===== src/rtl/mcdf_arbiter_pkg.sv =====
// -----------------------------------------------------------------------------
// mcdf_arbiter_pkg
// Shared definitions for the MCDF packet arbiter:
//   - default geometry (channel count, data width, field widths)
//   - packet-length code -> word-count constants and decode helper
//   - arbiter FSM state encoding
// -----------------------------------------------------------------------------
package mcdf_arbiter_pkg;

  localparam int NCH_DEF       = 3;
  localparam int DW_DEF        = 32;
  localparam int PRIO_WIDTH    = 2;
  localparam int PAC_LEN_WIDTH = 3;
  localparam int CH_ID_W       = 2;
  localparam int CNT_W         = 6;

  localparam logic [CNT_W-1:0] LEN_WORDS_0 = 6'd4;
  localparam logic [CNT_W-1:0] LEN_WORDS_1 = 6'd8;
  localparam logic [CNT_W-1:0] LEN_WORDS_2 = 6'd16;
  localparam logic [CNT_W-1:0] LEN_WORDS_3 = 6'd32;

  typedef enum logic {
    ARB_IDLE = 1'b0,
    ARB_XFER = 1'b1
  } arb_state_e;

  // Codes above 3 are reserved and saturate to the longest packet.
  function automatic logic [CNT_W-1:0] decode_len(input logic [PAC_LEN_WIDTH-1:0] code);
    logic [CNT_W-1:0] words;
    case (code)
      3'd0:    words = LEN_WORDS_0;
      3'd1:    words = LEN_WORDS_1;
      3'd2:    words = LEN_WORDS_2;
      3'd3:    words = LEN_WORDS_3;
      default: words = LEN_WORDS_3;
    endcase
    return words;
  endfunction

endpackage


===== src/rtl/mcdf_arbiter_arb_prio_rr_pick.sv =====
// -----------------------------------------------------------------------------
// arb_prio_rr_pick
// Combinational winner selection: lowest priority value wins, ties resolved
// by taking the first tied channel strictly after rr_ptr_i (modulo NCH).
// Ports:
//   elig_i     eligible channel mask
//   prio_i     per-channel priority, ch0 in LSBs (0 = highest)
//   rr_ptr_i   last granted channel
//   winner_o   selected channel id (valid when any_elig_o)
//   any_elig_o at least one channel eligible
// -----------------------------------------------------------------------------
module arb_prio_rr_pick
  import mcdf_arbiter_pkg::*;
#(
  parameter int NCH    = NCH_DEF,
  parameter int PRIO_W = PRIO_WIDTH
) (
  input  logic [NCH-1:0]        elig_i,
  input  logic [NCH*PRIO_W-1:0] prio_i,
  input  logic [CH_ID_W-1:0]    rr_ptr_i,
  output logic [CH_ID_W-1:0]    winner_o,
  output logic                  any_elig_o
);

  logic [PRIO_W-1:0] min_prio_s;
  logic [NCH-1:0]    cand_s;
  logic              found_s;
  logic              hit_s;

  // Lowest priority value among eligible channels.
  always_comb begin
    min_prio_s = '1;
    for (int i = 0; i < NCH; i++) begin
      min_prio_s = (elig_i[i] && (prio_i[i*PRIO_W +: PRIO_W] < min_prio_s)) ?
                   prio_i[i*PRIO_W +: PRIO_W] : min_prio_s;
    end
  end

  // Eligible channels tied at that lowest value.
  always_comb begin
    cand_s = '0;
    for (int i = 0; i < NCH; i++) begin
      cand_s[i] = elig_i[i] && (prio_i[i*PRIO_W +: PRIO_W] == min_prio_s);
    end
  end

  // Walk the channels in order rr_ptr+1, rr_ptr+2, ... and keep the first candidate.
  always_comb begin
    winner_o = '0;
    found_s  = 1'b0;
    hit_s    = 1'b0;
    for (int off = 1; off <= NCH; off++) begin
      for (int i = 0; i < NCH; i++) begin
        hit_s    = !found_s && cand_s[i] && (((int'(rr_ptr_i) + off) % NCH) == i);
        winner_o = hit_s ? CH_ID_W'(i) : winner_o;
        found_s  = found_s | hit_s;
      end
    end
  end

  assign any_elig_o = |elig_i;

endmodule


===== src/rtl/mcdf_arbiter.sv =====
// -----------------------------------------------------------------------------
// mcdf_arbiter
// Packet-level arbiter between the MCDF slave channels and the formatter.
// Grants one channel at a time and streams exactly one packet from it.
// Ports:
//   clk_i, rstn_i          clock, async active-low reset
//   slv_en_i/prio_i/pkglen_i  per-channel config, sampled only at grant
//   slv_req_i              channel holds at least one full packet
//   slv_val_i, slv_data_i  channel head word and its valid
//   slv_ack_o              pop strobe to the granted channel FIFO
//   fmt_ready_i            formatter accepts a word this cycle
//   fmt_val_o/data_o       word to formatter
//   fmt_ch_id_o            granted channel id
//   fmt_sop_o/eop_o        first/last word of packet (qualified by fmt_val_o)
//   busy_o                 high while a packet is in progress
// -----------------------------------------------------------------------------
module mcdf_arbiter
  import mcdf_arbiter_pkg::*;
#(
  parameter int NCH    = NCH_DEF,
  parameter int DW     = DW_DEF,
  parameter int PRIO_W = PRIO_WIDTH,
  parameter int LEN_W  = PAC_LEN_WIDTH
) (
  input  logic                  clk_i,
  input  logic                  rstn_i,
  input  logic [NCH-1:0]        slv_en_i,
  input  logic [NCH*PRIO_W-1:0] slv_prio_i,
  input  logic [NCH*LEN_W-1:0]  slv_pkglen_i,
  input  logic [NCH-1:0]        slv_req_i,
  input  logic [NCH-1:0]        slv_val_i,
  input  logic [NCH*DW-1:0]     slv_data_i,
  output logic [NCH-1:0]        slv_ack_o,
  input  logic                  fmt_ready_i,
  output logic                  fmt_val_o,
  output logic [DW-1:0]         fmt_data_o,
  output logic [CH_ID_W-1:0]    fmt_ch_id_o,
  output logic                  fmt_sop_o,
  output logic                  fmt_eop_o,
  output logic                  busy_o
);

  arb_state_e         state_q;
  logic [CH_ID_W-1:0] gnt_q;
  logic [CH_ID_W-1:0] rr_ptr_q;
  logic [CNT_W-1:0]   cnt_q;
  logic               sop_q;

  logic [NCH-1:0]     elig_s;
  logic [CH_ID_W-1:0] winner_s;
  logic               any_elig_s;
  logic [LEN_W-1:0]   win_len_s;
  logic               gnt_val_s;
  logic [DW-1:0]      gnt_data_s;
  logic               in_xfer_s;
  logic               xfer_s;
  logic               last_word_s;

  assign elig_s = slv_en_i & slv_req_i;

  arb_prio_rr_pick #(
    .NCH    (NCH),
    .PRIO_W (PRIO_W)
  ) u_pick (
    .elig_i     (elig_s),
    .prio_i     (slv_prio_i),
    .rr_ptr_i   (rr_ptr_q),
    .winner_o   (winner_s),
    .any_elig_o (any_elig_s)
  );

  // Length code of the channel that would be granted this cycle.
  always_comb begin
    win_len_s = '0;
    for (int i = 0; i < NCH; i++) begin
      win_len_s = (winner_s == CH_ID_W'(i)) ? slv_pkglen_i[i*LEN_W +: LEN_W] : win_len_s;
    end
  end

  // Head word and valid of the granted channel.
  always_comb begin
    gnt_val_s  = 1'b0;
    gnt_data_s = '0;
    for (int i = 0; i < NCH; i++) begin
      gnt_val_s  = (gnt_q == CH_ID_W'(i)) ? slv_val_i[i] : gnt_val_s;
      gnt_data_s = (gnt_q == CH_ID_W'(i)) ? slv_data_i[i*DW +: DW] : gnt_data_s;
    end
  end

  assign in_xfer_s   = (state_q == ARB_XFER);
  assign xfer_s      = in_xfer_s & gnt_val_s & fmt_ready_i;
  assign last_word_s = (cnt_q == CNT_W'(1));

  // Output decode; everything is forced low outside a packet so reset leaves all outputs 0.
  always_comb begin
    fmt_val_o   = in_xfer_s & gnt_val_s;
    fmt_data_o  = in_xfer_s ? gnt_data_s : '0;
    fmt_ch_id_o = in_xfer_s ? gnt_q : '0;
    fmt_sop_o   = in_xfer_s & sop_q;
    fmt_eop_o   = in_xfer_s & last_word_s;
    busy_o      = in_xfer_s;
    slv_ack_o   = '0;
    for (int i = 0; i < NCH; i++) begin
      slv_ack_o[i] = xfer_s & (gnt_q == CH_ID_W'(i));
    end
  end

  // Arbiter FSM: grant, word counting, sop tracking and round-robin pointer.
  always_ff @(posedge clk_i or negedge rstn_i) begin
    if (!rstn_i) begin
      state_q  <= ARB_IDLE;
      gnt_q    <= '0;
      rr_ptr_q <= CH_ID_W'(NCH - 1);
      cnt_q    <= '0;
      sop_q    <= 1'b0;
    end else begin
      case (state_q)
        ARB_IDLE: begin
          if (any_elig_s) begin
            gnt_q    <= winner_s;
            rr_ptr_q <= winner_s;
            cnt_q    <= decode_len(win_len_s);
            sop_q    <= 1'b1;
            state_q  <= ARB_XFER;
          end
        end
        ARB_XFER: begin
          // Stalls (no valid or no ready) hold cnt, sop and gnt.
          if (xfer_s) begin
            cnt_q   <= cnt_q - CNT_W'(1);
            sop_q   <= 1'b0;
            state_q <= last_word_s ? ARB_IDLE : ARB_XFER;
          end
        end
        default: begin
          state_q <= ARB_IDLE;
        end
      endcase
    end
  end

endmodule


===== config.mk =====
export PLATFORM = sky130hd
export DESIGN_NAME = mcdf_arbiter
export DESIGN_NICKNAME = d
export VERILOG_FILES = /design/src/rtl/mcdf_arbiter_pkg.sv /design/src/rtl/mcdf_arbiter_arb_prio_rr_pick.sv /design/src/rtl/mcdf_arbiter.sv
export SDC_FILE = /design/constraint.sdc
export NUM_CORES = 1
export LEC_CHECK = 0
export CORE_MARGIN = 5
export CORE_UTILIZATION = 34
export CTS_CLUSTER_DIAMETER = 50
export DETAILED_ROUTE_END_ITERATION = 6
export HOLD_SLACK_MARGIN = 0.15
export PLACE_DENSITY = 0.82
export SYNTH_ARGS = -nofsm -noshare
export SYNTH_HDL_FRONTEND = slang
export SYNTH_HIERARCHICAL = 1
export SYNTH_SLANG_ARGS = --single-unit

===== constraint.sdc =====
create_clock -name clk_i -period 2.8 [get_ports clk_i]
set_input_delay 0.28 -clock clk_i [delete_from_list [all_inputs] [get_ports clk_i]]
set_output_delay 0.28 -clock clk_i [all_outputs]
set_load 0.01 [all_outputs]

## Word level (Yosys, flattened, before mapping)

Index checks and enable logic that the tools add are counted.

- Output and inout bits: 41
- Register bits: 12
- Input port bits: 123
- Logic and storage cells: 122

- $add $sub $neg: 4
- Multiplexer cells: 33
- Bitwise operators: 16
- Reduce and logical (&&, ||, !) cells: 40
- Magnitude comparators: 3
- Divide/modulo/power cells: 3
- Equality and inequality tests: 18

Operators with widths:

| kind | number |
|---|---|
| 32-bit 2-to-1 mux | 4 |
| 32-bit by 2-bit equality test with 1-bit output (second input constant) | 3 |
| 32-bit by 3-bit equality test with 1-bit output (second input constant) | 3 |
| 32-bit zero test | 3 |
| 32-bit by 3-bit remainder unit with 32-bit output (second input constant) | 3 |
| 1-bit logical AND | 23 |
| 2-bit 2-to-1 mux | 11 |
| 6-bit one-hot mux with 3 select lines | 1 |
| 6-bit 2-to-1 mux | 2 |
| 6-bit one-hot mux with 2 select lines | 1 |
| 1-bit 2-to-1 mux | 9 |
| 3-bit 2-to-1 mux | 3 |
| 1-bit zero test | 8 |
| 1-bit bitwise AND | 7 |
| 1-bit OR | 7 |
| 2-bit by 2-bit adder with 3-bit output (second input constant) | 2 |
| 2-bit equality test | 3 |
| 6-bit by 1-bit equality test with 1-bit output (second input constant) | 1 |
| 6-bit by 1-bit subtractor with 6-bit output (second input constant) | 1 |
| 2-bit by 1-bit equality test with 1-bit output (second input constant) | 2 |
| 2-bit equality test (second input constant) | 2 |
| 2-bit zero test | 2 |
| 2-bit < comparator | 2 |
| 1-bit one-hot mux with 2 select lines | 2 |
| 11 further kinds | 12 |

## Longest topological paths before layout

- Depth in word-level cells: 52
- Depth in mapped cells: 19
- Depth with buffers taken out: 18

## Modules after synthesis

Netlist, hierarchy kept.

Modules (own cells, without submodules):

| module | sequential area each (um^2) | cells an instance | area an instance (um^2) | times used |
|---|---|---|---|---|
| mcdf_arbiter | 276.5 | 235 | 1545.2 | 1 |
| arb_prio_rr_pick | 0.0 | 64 | 571.8 | 1 |

## Worst setup path after synthesis

Ideal clock, no wire load.

- Path type: input -> register
- Start point: input slv_en_i[0]
- End point: register cnt_q[5]
- Stages on the path: 18
- Data arrival time: 3.959 ns
- Path buffers: 1
- Required time: 2.669 ns
- Library setup time: 0.131 ns
- Path slack: -1.290 ns
- Path through: and2_1 > nor2b_1 > ha_1 > a21o_1 > a22o_4 > ha_1 > nor3b_2 > o31ai_1 > a221oi_2 > o2111ai_2 > o21a_1 > a211oi_2 > buf_6 > mux2i_1 > o2bb2ai_1 > a21oi_1 > nor2_1 > or3_1

- Longest elaborated chain between the ends: 52
- Elaborated cells on any way between the ends: 70
- Classes of those cells: order compare (2); eq/ne (8); mux (17); bitwise (8); reduce/logical (35)

RTL lines:

| item | line | source |
|---|---|---|
| from (decl) | mcdf_arbiter.sv:27 | `input logic [NCH-1:0] slv_en_i,` |
| 3-bit bitwise AND (*) | mcdf_arbiter.sv:59 | `assign elig_s = slv_en_i & slv_req_i;` |
| 1-bit logical AND | mcdf_arbiter_arb_prio_rr_pick.sv:34 | `min_prio_s = (elig_i[i] && (prio_i[i*PRIO_W +: PRIO_W] < min_prio_s)) ?` |
| 2-bit 2-to-1 mux | mcdf_arbiter_arb_prio_rr_pick.sv:34 |  |
| 2-bit < comparator | mcdf_arbiter_arb_prio_rr_pick.sv:34 |  |
| 1-bit logical AND | mcdf_arbiter_arb_prio_rr_pick.sv:34 |  |
| 2-bit 2-to-1 mux | mcdf_arbiter_arb_prio_rr_pick.sv:34 |  |
| 2-bit < comparator | mcdf_arbiter_arb_prio_rr_pick.sv:34 |  |
| 1-bit logical AND | mcdf_arbiter_arb_prio_rr_pick.sv:34 |  |
| (+36 left out) | n/a |  |
| via winner_s[0] | mcdf_arbiter.sv:50 | `logic [CH_ID_W-1:0] winner_s;` |
| 2-bit zero test | mcdf_arbiter.sv:76 | `win_len_s = (winner_s == CH_ID_W'(i)) ? slv_pkglen_i[i*LEN_W +: LEN_W] : win_len_s;` |
| 3-bit 2-to-1 mux (2 in series) | mcdf_arbiter.sv:76 |  |
| 3-bit 2-to-1 mux (*) | mcdf_arbiter.sv:76 |  |
| 3-bit by 2-bit equality test with 1-bit output (tied with other cells) | mcdf_arbiter_pkg.sv:30 | `case (code)` |
| 6-bit one-hot mux with 3 select lines (*) | mcdf_arbiter_pkg.sv:30 |  |
| 6-bit 2-to-1 mux (*) | mcdf_arbiter.sv:119 | `if (any_elig_s) begin` |
| 6-bit one-hot mux with 2 select lines (*) | mcdf_arbiter.sv:117 | `case (state_q)` |
| to (signal assigned) | mcdf_arbiter.sv:122 | `cnt_q <= decode_len(win_len_s);` |
| to (signal assigned) | mcdf_arbiter.sv:130 | `cnt_q <= cnt_q - CNT_W'(1);` |
| to (decl) | mcdf_arbiter.sv:46 | `logic [CNT_W-1:0] cnt_q;` |

The timed path passes the listed nets; every way through them passes the cells marked *. The select of a mux whose other input is x is not followed.
A chain may end at the register's enable or synchronous reset.

## Worst setup path in the final report

- Start point: input slv_req_i[0]
- End point: register cnt_q[5]

- Longest elaborated chain between the ends: 52
- Elaborated cells on any way between the ends: 70
- Classes of those cells: order compare (2); eq/ne (8); mux (17); bitwise (8); reduce/logical (35)

RTL lines:

| item | line | source |
|---|---|---|
| from (decl) | mcdf_arbiter.sv:30 | `input logic [NCH-1:0] slv_req_i,` |
| 3-bit bitwise AND (*) | mcdf_arbiter.sv:59 |  |
| via elig_s[0] | mcdf_arbiter.sv:49 | `logic [NCH-1:0] elig_s;` |
| 1-bit logical AND | mcdf_arbiter_arb_prio_rr_pick.sv:34 |  |
| 2-bit 2-to-1 mux | mcdf_arbiter_arb_prio_rr_pick.sv:34 |  |
| 2-bit < comparator | mcdf_arbiter_arb_prio_rr_pick.sv:34 |  |
| 1-bit logical AND | mcdf_arbiter_arb_prio_rr_pick.sv:34 |  |
| 2-bit 2-to-1 mux | mcdf_arbiter_arb_prio_rr_pick.sv:34 |  |
| 2-bit < comparator | mcdf_arbiter_arb_prio_rr_pick.sv:34 |  |
| (+37 left out) | n/a |  |
| via winner_s[0] | mcdf_arbiter.sv:50 |  |
| 2-bit zero test | mcdf_arbiter.sv:76 |  |
| 3-bit 2-to-1 mux (2 in series) | mcdf_arbiter.sv:76 |  |
| 3-bit 2-to-1 mux (*) | mcdf_arbiter.sv:76 |  |
| 3-bit by 2-bit equality test with 1-bit output (tied with other cells) | mcdf_arbiter_pkg.sv:30 |  |
| 6-bit one-hot mux with 3 select lines (*) | mcdf_arbiter_pkg.sv:30 |  |
| 6-bit 2-to-1 mux (*) | mcdf_arbiter.sv:119 |  |
| 6-bit one-hot mux with 2 select lines (*) | mcdf_arbiter.sv:117 |  |

Marked as above.

==> results <==
-- synthesized netlist by cell type (all sizes together) (2+ instances only) --
library cell	n	area share, %
nand2b	4	1.2
ha	6	3.5
o21ai	8	2.4
a21oi	37	8.7
o2bb2ai	3	1.2
mux2i	37	18
and2	7	2.1
or3	2	0.65
nor2b	7	2.4
or3b	3	1.6
a211oi	7	3.2
dfrtp	10	12
buf	12	3.7
nand3	8	1.9
o2111ai	3	1.5
o21a	4	1.8
inv	9	1.6
a221oi	3	1.8
clkbuf	6	1.1
nor3	6	1.4
a31oi	3	0.89
nand2	17	3.0
nor2	74	13
and3	3	0.89
nor3b	5	2.7
-- power by group through the flow --
stage                     Clock (mW)  Sequential [mW]  Combinational (mW)
after global placement             0            0.260               0.976
after CTS                      0.164            0.262                1.04
after floorplan                    0            0.239               0.522
final                          0.165            0.264                1.07
after detailed placement           0            0.263                1.00
after global routing           0.171            0.271                1.17
-- logic make-up after synthesis --
logic type	after synthesis	synth area share, %
simple gates	141	32.74
compound gates	76	25.83
mux	37	18.09
buf+inv	27	6.323
flops	11	13.06
fa+ha+maj	6	3.546
xor+xnor	1	0.4138
-- worst paths after layout --
kind                                to  cells past startpoint  slack [ns]
max                           cnt_q[5]                     20       -1.06
max in group asynchronous     gnt_q[1]                      1        2.04
max reg2reg                   cnt_q[5]                     12        0.24
min reg2reg                rr_ptr_q[1]                      2        0.47
min in group clk_i         rr_ptr_q[1]                      2        0.47
min                           cnt_q[5]                      1        0.38
-- metrics by stage --
stage	util [%]	total power [mW]	instances	TNS (ns)
2_1_floorplan	-	0.7612	299	-4.879
3_3_place_gp	67.96	1.236	554	-7.376
4_1_cts	70.66	1.465	564	-4.032
6_report	71.95	1.500	567	-5.047
3_5_place_dp	67.96	1.268	554	-8.354
5_1_grt	71.95	1.610	567	-6.282
-- sequential cells by signal (all words and copies together), names as in the netlist --
name      flops
sop_q         1
busy_o        1
gnt_q         2
cnt_q         6
rr_ptr_q      1
-- per-layer routing --
metal | GRT usage [%] | routed length [um]
met1 | 24.27 | 3484
met2 | 41.23 | 5104
met3 | 4.424 | 867
met4 | 7.967 | 395
met5 | 0 | 0
-- final cells by class --
cell class              count  area (um^2)  area share (%)
repair buffers            207         1972           45.75
multi-input cells         261         1888           43.80
flip-flops and latches     11        277.8           6.444
well taps                  75        93.84           2.177
clock buffers               4        45.04           1.045
inverters                   9        33.78          0.7837
-- timing repair --
item | CTS | global route
pin swaps | 22 | 10
resized for setup | 32 | 9
setup buffers | 6 | 3
endpoints found under the setup margin | 7 | 7
==> qor.yml <==
crit_required_ns: 2.92
grt_pass1_wl_um: 13860
synth.avg_cell_area_um2: 7.080
drive_gt1_share_pct: 20.53
worst_slack_ns: -1.060
internal-power_uw: 906.3
clock_power_share_pct: 11.0
numPortBuffers: 163
drtAntennaViolNets: 0
crit_type: "in2reg"
synth-main-ff-cell: "dfrtp_1"
gp_congestion: 0.8513
nets: 622
slowest_delay_ns: 0.40
ys_seq_area_share_pct: 13.06
hold_class: "in2async"
crit_path_end_kind: "flop"
antenna_found_initial: 0
dieArea_um2: 7905
status: "finished with violations"
area_growth_pct: 103.6
overflow: 0
p_leak_nw: 1.739
worst_slew_pin_slew_ns: 0.5781
timing.hold.ws_ns: 0.3796
dp_slack_ns: -1.528
viasPerCell: 5.277
clk_latency_ns: 0.24
r2r-start: "rr_ptr_q[1]"
sequentialPowerShare_pct: 17.6
cts_buffer_depth: 2
dp_hpwl_um: 7451
via_count: 2992
cts_buffers: 3
cp_slowest_cell: "or3b_4"
clock_skew_ns: 0.005275
final_area_um2: 4310
grt_max_degree: 40
hold_violations: 0
start_util_pct: 35.34
swShare_pct: 39.59
root_buffer: "clkbuf_8"
core_region_area_um2: 5991
synth_area_um2: 2117
drv_slew: 0
min_period_ns: 3.860
synth-async-reset-ratio_pct: 100.0
relSlewSlack_pct: 61.41
path_cells: "buf_6, and2_4, nor2b_4, ha_4, nand2b_4, a21o_1, a22o_4, ha_4, or3b_4, a211oi_4, o21ai_2, o21a_4, mux2i_4, a211oi_2, buf_4, mux2i_2, o2bb2ai_2, a21oi_1, nor2_1, or3_1"
die_x_um: 88.91
crit_fanout: 5
die_y_um: 88.91
min_period_over_period_pct: 137.9
critPathBufInv: 2
ys_warn_count: 6
combinationalPowerShare_pct: 71.4
layout_commonest_cell: "clkdlybuf4s50_1"
fillers: 450
layout_common_cells: "clkdlybuf4s50_1 (156), nor2_1 (70), buf_4 (41)"
synth_nets: 428
power_density_nw_per_um2: 348.1
dr.pass1.iters: 4
htree_num_levels: 1
drtIter0Drc: 128
violations: "negative setup slack"
setup_viol: 7
routed_wl_um: 9852
cts_tree: "built"
critPathMostFrequentCell: "ha_4"
crit_arrival_ns: 3.98
cp-startpoint: "slv_req_i[0]"
cp-start-kind: "primary input"
cts_hold_buffers: 0
fmax_ghz: 0.2590
rows: 28
antennaDiodeCount: 0
vdd.ir_drop.worst_mv: 0.4513
crit_family: "compound AO/OA/AOI/OAI gates"
synth_cell_types: 54
grt_pass1_vias: 2902
rsz0062_at_grt: "true"
synth.ff_latch_count: 11
grt_util_all_layers_pct: 21.98
syn_inst: 299
maxCapViolCount: 0
post_drt_wl_per_cell_um: 17.38
ioPinCount: 164
clk_pin_slew_worst_paths_ns: 0.05
netSwitchingPower_uw: 594.0
drc: 0
placed_area_um2: 4071
synth-edff-count: 0
clock-sinks: 11
(Power assumes the default switching activity.)
